**config.mk**
```make
export PLATFORM = sky130hd
export DESIGN_NAME = alu_pipe
export DESIGN_NICKNAME = d
export VERILOG_FILES = /design/src/rtl/alu_pipe.sv
export SDC_FILE = /design/constraint.sdc
export NUM_CORES = 1
export LEC_CHECK = 0
export BUFFER_PORTS_ARGS = -buffer_cell sky130_fd_sc_hd__buf_2
export CAP_MARGIN = 10
export CELL_PAD_IN_SITES_DETAIL_PLACEMENT = 0
export CELL_PAD_IN_SITES_GLOBAL_PLACEMENT = 1
export CORE_UTILIZATION = 41
export CTS_CLUSTER_DIAMETER = 120
export DETAILED_ROUTE_END_ITERATION = 12
export PLACE_DENSITY_LB_ADDON = 0.3
export RECOVER_POWER = 25
export SLEW_MARGIN = 40
export SYNTH_ARGS = -nofsm -noshare
export SYNTH_HDL_FRONTEND = slang
export SYNTH_SLANG_ARGS = --single-unit
```
**constraint.sdc**
```tcl
create_clock -name clk -period 2.1 [get_ports clk]
set_input_delay 0.105 -clock clk [delete_from_list [all_inputs] [get_ports clk]]
set_output_delay 0.105 -clock clk [all_outputs]
set_load 0.01 [all_outputs]
```
**src/rtl/alu_pipe.sv**
```systemverilog
// alu_pipe: two-stage valid/ready pipelined add/sub/compare/AND ALU; ALU_ACC_EN adds an accumulator operand.
module alu_pipe #(
  parameter int WIDTH = 4
) (
  input  logic             clk,
  input  logic             reset,
  input  logic             in_valid,
  output logic             in_ready,
  input  logic [1:0]       op,
  input  logic [WIDTH-1:0] bit1,
  input  logic [WIDTH-1:0] bit2,
`ifdef ALU_ACC_EN
  input  logic             acc_sel,
`endif
  output logic             out_valid,
  input  logic             out_ready,
  output logic [WIDTH:0]   result,
  output logic             equal,
  output logic             greater,
  output logic             lesser
);
  logic             s1_valid;
  logic [1:0]       s1_op;
  logic [WIDTH-1:0] s1_a, s1_b, a;
  logic [WIDTH:0]   res;
  logic             s2_load;
  assign s2_load  = s1_valid && (!out_valid || out_ready);
  assign in_ready = !s1_valid || s2_load;
`ifdef ALU_ACC_EN
  logic             s1_acc;
  logic [WIDTH-1:0] acc;
  assign a = s1_acc ? acc : s1_a;
  always_ff @(posedge clk)
    if (reset) acc <= '0;
    else if (s2_load) acc <= res[WIDTH-1:0];
`else
  assign a = s1_a;
`endif
  // subtracting in WIDTH+1 bits leaves the borrow (a < b) in the MSB
  always_comb
    res = s1_op == 2'b00 ? {1'b0, a} + {1'b0, s1_b} :
          s1_op == 2'b01 ? {1'b0, a} - {1'b0, s1_b} :
          s1_op == 2'b10 ? '0 : {1'b0, a & s1_b};
  always_ff @(posedge clk)
    if (reset) s1_valid <= 1'b0;
    else if (in_ready) begin
      s1_valid <= in_valid;
      if (in_valid) begin
        s1_op <= op;
        s1_a  <= bit1;
        s1_b  <= bit2;
`ifdef ALU_ACC_EN
        s1_acc <= acc_sel;
`endif
      end
    end
  always_ff @(posedge clk)
    if (reset) begin
      out_valid <= 1'b0;
      result    <= '0;
      equal     <= 1'b0;
      greater   <= 1'b0;
      lesser    <= 1'b0;
    end else if (s2_load) begin
      out_valid <= 1'b1;
      result    <= res;
      equal     <= a == s1_b;
      greater   <= a > s1_b;
      lesser    <= a < s1_b;
    end else if (out_ready) out_valid <= 1'b0;
endmodule
```
==> results of run 1 <==
[path summary, 6_finish.rpt]
kind                      startpoint                     end  depth (start not counted)
hold / removal              in_valid   s1_valid$_SDFFE_PP0P_                          3
setup / recovery      a[0]$_DFFE_PP_  result[4]$_SDFFE_PP0P_                          8
hold reg to reg   equal$_SDFFE_PP0P_      equal$_SDFFE_PP0P_                          2
setup reg to reg      a[0]$_DFFE_PP_  result[4]$_SDFFE_PP0P_                          8
[layer usage]
layer	GRT usage	vias up	wire length (um)
met5	0	-	0
met4	0.03750	0	29
li1	-	451	-
met2	0.2771	18	1022
met3	0.05738	4	70
met1	0.1946	385	1011
[cell families after synthesis]
family,after synthesis,share of synthesized area
simple gates,35,0.1683
flops,20,0.4343
fa+ha+maj,11,0.1325
compound gates,25,0.1672
buf+inv,15,0.07273
mux,2,0.01737
xor+xnor,1,0.007602
[power by group through the flow]
stage	combinational (mW)	clock (mW)	sequential (mW)
floorplan	0.0939	0	0.454
finish	0.140	0.314	0.447
CTS	0.141	0.325	0.448
global placement	0.126	0	0.455
global route	0.157	0.337	0.451
detailed placement	0.126	0	0.456
[layout by cell type, fill, tap and decap left out, drive strengths merged, types with 3 or more instances in the layout]
cell and instances:
ha 9, edfxtp 10, buf 23, nor2 9
dlygate4sd3 10, clkbuf 3, a21oi 11, nand3 5
nand2 8, dfxtp 10, nor3 5, inv 10
[critical path, delay by kind of cell, from the launching register on]
family                     cells  cell delay (ns)
muxes                          1             0.09
adders and majority gates      2             0.54
buffers and inverters          2             0.14
AOI/OAI and AO/OA              3             0.64
DFF                            1             0.41
[through the flow]
stage               instance area (um2)  instances  utilization  setup slack [ns]
floorplan                          1152        109            -            0.3400
global placement                   1259        157       0.4903            0.2839
detailed placement                 1259        157       0.4903            0.2428
CTS                                1411        171       0.5497            0.2122
global route                       1411        171       0.5497           0.07370
finish                             1411        171       0.5497            0.2228
[area by class of cell]
cell class,count,share of cell area
Multi-Input combinational cell,74,0.4025
Sequential cell,20,0.3546
Timing Repair Buffer,33,0.1525
Inverter,10,0.02660
Tap cell,30,0.02660
Clock inverter,1,0.02128
Clock buffer,3,0.01596
[sequential cells by signal, summed over array words and instances (netlist names)]
| name | cells |
|---|---|
| result | 5 |
| a | 4 |
| s1_b | 4 |
| s1_op | 2 |
| equal | 1 |
| greater | 1 |
| lesser | 1 |
| out_valid | 1 |
| s1_valid | 1 |
==> run_results.csv, run 1 <==
group,metric,value,unit
critical_path,critical_path_class,"reg2reg",
finish,antennaDiodeCount,0,
synthesis,yosysTopAreaCell,"edfxtp_1",
pwr,vdd_drop_max,0.6049,mV
critical_path,cp.arrival,2.13,ns
critical_path,crit_required,2.35,ns
floorplanning,die_w,55.02,um
cts,cts.htree.levels,1,
critical_path,end_kind,"register",
floorplanning,die_y,55.02,um
sta,setup_viol,0,
detailed_routing,route.vias.total,858,
pwr,clockPowerShare,0.349,
synthesis,synth_top_cell_area_share,0.2606,
pwr,intPower,692.6,uW
sta,fin_crit,1.877,ns
floorplanning,die_area,3027,um2
critical_path,path_max_fanout,2,
critical_path,crit_chain,"inv_1 -> ha_1 -> inv_1 -> fa_1 -> a211oi_2 -> mux2i_1 -> a211o_1 -> a21oi_2",
sta,max_slew_margin,0.6311,
finish,drive_gt1_frac,0.2695,
detailed_routing,via_per_inst,5.018,
synthesis,syn_area,1152,um2
critical_path,critical_path.slowest_cell,"edfxtp_1",
sta,rsz0062_at_grt,"false",
finish,seq_area,500.5,um2
global_route,grt_pass1_wl,3401,um
sta,finalCritPeriodShare,0.8939,
synthesis,ys_types,40,
sta,clock_skew,0.007407,ns
synthesis,netlist_instances,109,
detailed_routing,firstDrtPassIters,4,
placement,port_buffers,23,
sta,clock.fmax,532.7,MHz
placement,gp_congestion,0.8418,
cts,clk_latency,0.30,ns
global_route,grt_pass1_vias,841,
pwr,p_leak,0.6061,nW
critical_path,cp-start-kind,"register",
pwr,switching_share,0.2317,
critical_path,crit_top_cell,"inv_1",
global_route,antenna_found_initial,0,
detailed_routing,drc,0,
sta,fin_setup_tns,0,ns
synthesis,synthTopCellsByArea,"edfxtp_1 26%, dfxtp_1 17%, ha_1 9.8%",
floorplanning,core_area,2567,um2
sta,hold_violations,0,
job,max-cap-violations,0,
synthesis,syn_nets,134,
detailed_routing,drt_iter0_markers,19,
finish,nets,167,
sta,tightestPinTransition,0.5533,ns
detailed_routing,wl_per_cell,12.47,um
finish,area.growth.synth_to_final,22.48,%
pwr,p_switching,208.9,uW
pwr,p_total,901.5,uW
cts,clk_path_buf_depth,2,
global_route,grt_max_degree,16,
synthesis,yosysWarnings,0,
detailed_routing,routed_wl,2133,um
floorplanning,start_util,0.4488,
pwr,combPwrFrac,0.155,
sta,hold_ws,0.01609,ns
floorplanning,io_pins,24,
finish,multi_input_area,568.0,um2
sta,maxSlewViolCount,0,
synthesis,synth-edff-count,10,
cts,clk_pin_slew,0.12,ns
cts,post-cts-setup-buffer-count,0,
pwr,power_frac_seq,0.496,
detailed_routing,ant_nets,0,
worst_hold_path,hold_class,"in2reg",
pwr,cellPowerDensity,638.7,nW/um2
cts,cts_tree,"done",
synthesis,postSynthAreaPerCell,10.57,um2
critical_path,rrSetupSlack,0.22,ns
outcome,outcome,"completed",
cts,cts_inserted_buffers,3,
synthesis,synth_seq_area_share,0.4343,
synthesis,yosys-top-cells-count,"10 x dfxtp_1, 10 x edfxtp_1, 9 x ha_1, 9 x inv_1",
cts,cts.repair.resized,0,
global_route,grt_use_total,0.1624,
cts,hold_buffers,10,
critical_path,cpPeakStageDelay,0.41,ns
synthesis,async_flop_share,0,
placement,dp_hpwl,1571,um
synthesis,synth_top_flop_cell,"edfxtp_1",
cts,cts_sinks,20,
synthesis,ys_ff_latch,20,
finish,nFillCells,237,
cts,cts_root_buf,"clkbuf_4",
floorplanning,rows,18,
global_route,gr-total-overflow,0,
No activity file was read; power rests on OpenSTA's default activity.
==> inputs of run 2 (changes only) <==
Clock period 2.1 ns to 1.9 ns, I/O delays scaled along.
==> run_results.csv, run 2 (same netlist as run 1, synthesis figures left out) <==
group,metric,value,unit
floorplanning,die_y,55.02,um
finish,area.growth.synth_to_final,22.91,%
pwr,cellPowerDensity,704.5,nW/um2
detailed_routing,drc,0,
pwr,combPwrFrac,0.156,
sta,finalCritPeriodShare,0.9266,
cts,cts_root_buf,"clkbuf_4",
cts,cts_sinks,20,
detailed_routing,routed_wl,2141,um
critical_path,cp_top_family,"compound AO/OA/AOI/OAI gates",
cts,clk_pin_slew,0.12,ns
global_route,gr-total-overflow,0,
finish,seq_area,500.5,um2
placement,dp_hpwl,1571,um
critical_path,end_kind,"register",
cts,post-cts-setup-buffer-count,0,
floorplanning,io_pins,24,
global_route,grt_pass1_vias,841,
sta,fin_crit,1.761,ns
global_route,grt_pass1_wl,3401,um
critical_path,crit_required,2.10,ns
pwr,clockPowerShare,0.349,
critical_path,cpPeakStageDelay,0.41,ns
finish,largest_reg_flops,5,
finish,final_cell_mix,"23 x buf_2, 10 x edfxtp_1, 10 x dfxtp_1, 10 x dlygate4sd3_1",
critical_path,critical_path.slowest_cell,"edfxtp_1",
detailed_routing,via_per_inst,5.023,
cts,cts.htree.levels,1,
floorplanning,die_w,55.02,um
floorplanning,die_area,3027,um2
critical_path,cp.arrival,1.96,ns
floorplanning,rows,18,
pwr,p_leak,0.6029,nW
placement,port_buffers,23,
critical_path,path_buf_inv,1,
cts,cts_tree,"done",
pwr,switching_share,0.2322,
sta,rsz0062_at_grt,"false",
global_route,grt_max_degree,16,
finish,nets,167,
global_route,antenna_found_initial,0,
cts,clk_path_buf_depth,2,
detailed_routing,drt_iter0_markers,21,
pwr,p_total,997.8,uW
finish,drive_gt1_frac,0.2908,
finish,regMostFlops,"result",
floorplanning,core_area,2567,um2
detailed_routing,firstDrtPassIters,4,
finish,nFillCells,238,
finish,antennaDiodeCount,0,
critical_path,path_max_fanout,4,
placement,gp_congestion,0.8419,
cts,clk_latency,0.30,ns
pwr,p_switching,231.7,uW
sta,clock_skew,0.007384,ns
critical_path,cp-start-kind,"register",
sta,max_slew_margin,0.6313,
critical_path,crit_chain,"inv_1 -> ha_1 -> nand2b_1 -> a21o_1 -> a2111oi_2 -> nor3_2",
sta,setup_viol,0,
pwr,intPower,766.1,uW
pwr,power_frac_seq,0.496,
finish,final_common_cell,"buf_2",
sta,maxSlewViolCount,0,
floorplanning,start_util,0.4488,
sta,fin_setup_tns,0,ns
cts,cts_inserted_buffers,3,
outcome,outcome,"completed",
critical_path,critical_path_class,"reg2reg",
sta,hold_violations,0,
detailed_routing,route.vias.total,859,
job,max-cap-violations,0,
detailed_routing,wl_per_cell,12.52,um
detailed_routing,ant_nets,0,
pwr,vdd_drop_max,0.6691,mV
sta,tightestPinTransition,0.5531,ns
global_route,grt_use_total,0.1624,
sta,clock.fmax,568.0,MHz
finish,multi_input_area,573.1,um2
worst_hold_path,hold_class,"in2reg",
[run 2: cell types whose count changed in the layout (fill, tap and decap cells not counted)]
| cell | change |
|---|---|
| fa_1 | -1 |
| fa_2 | +1 |
| ha_1 | -1 |
| ha_2 | +1 |
| inv_1 | -1 |
| inv_2 | +1 |
[run 2: area by class of cell]
| type | instances | area share |
|---|---|---|
| multi-input combinational | 74 | 0.4046 |
| sequential | 20 | 0.3534 |
| timing repair buffer | 33 | 0.1519 |
| inverter | 10 | 0.02650 |
| tap | 30 | 0.02650 |
| clock inverter | 1 | 0.02120 |
| clock buffer | 3 | 0.01590 |
[run 2: worst paths after layout]
check                     start                      to  slack (ns)  cells past startpoint
min reg2reg  equal$_SDFFE_PP0P_      equal$_SDFFE_PP0P_        0.46                      2
max           s1_b[1]$_DFFE_PP_  result[3]$_SDFFE_PP0P_        0.14                      6
min                    in_valid   s1_valid$_SDFFE_PP0P_       0.005                      3
max reg2reg   s1_b[1]$_DFFE_PP_  result[3]$_SDFFE_PP0P_        0.14                      6
[run 2: per-layer routing]
layer	global-route usage	share of wire
met1	0.1946	0.47
met2	0.2771	0.49
met3	0.05738	0.033
met4	0.03750	0.0065
met5	0	0
[run 2: power groups by stage]
stage	sequential, mW	clock (mW)	combinational (mW)
after global placement	0.503	0	0.139
after detailed placement	0.504	0	0.139
after global routing	0.499	0.373	0.174
after CTS	0.495	0.359	0.155
after floorplan	0.502	0	0.104
final	0.495	0.348	0.155
[run 2: tightest hold or removal path, delay by kind of cell]
| kind | cells | cell delay, ns |
|---|---|---|
| simple gates | 1 | 0.07 |
| compound gates | 1 | 0.03 |
| buf+inv | 1 | 0.09 |
[run 2: through the flow]
stage	area [um2]	worst slack, ns	cells	hold slack (ns)	util
after floorplan	1152	0.1400	109	0.1939	-
after global placement	1259	0.08392	157	0.2720	0.4903
after detailed placement	1259	0.04284	157	0.2731	0.4903
after CTS	1411	0.01215	171	0.0009130	0.5497
after global routing	1416	0.008416	171	0.001080	0.5517
final	1416	0.1394	171	0.005161	0.5517
[run 2: timing repair]
action,4_1_cts,5_1_grt
resized for setup,0,3
hold buffers,10,0
endpoints found under the hold margin,10,0
endpoints found under the setup margin,0,3
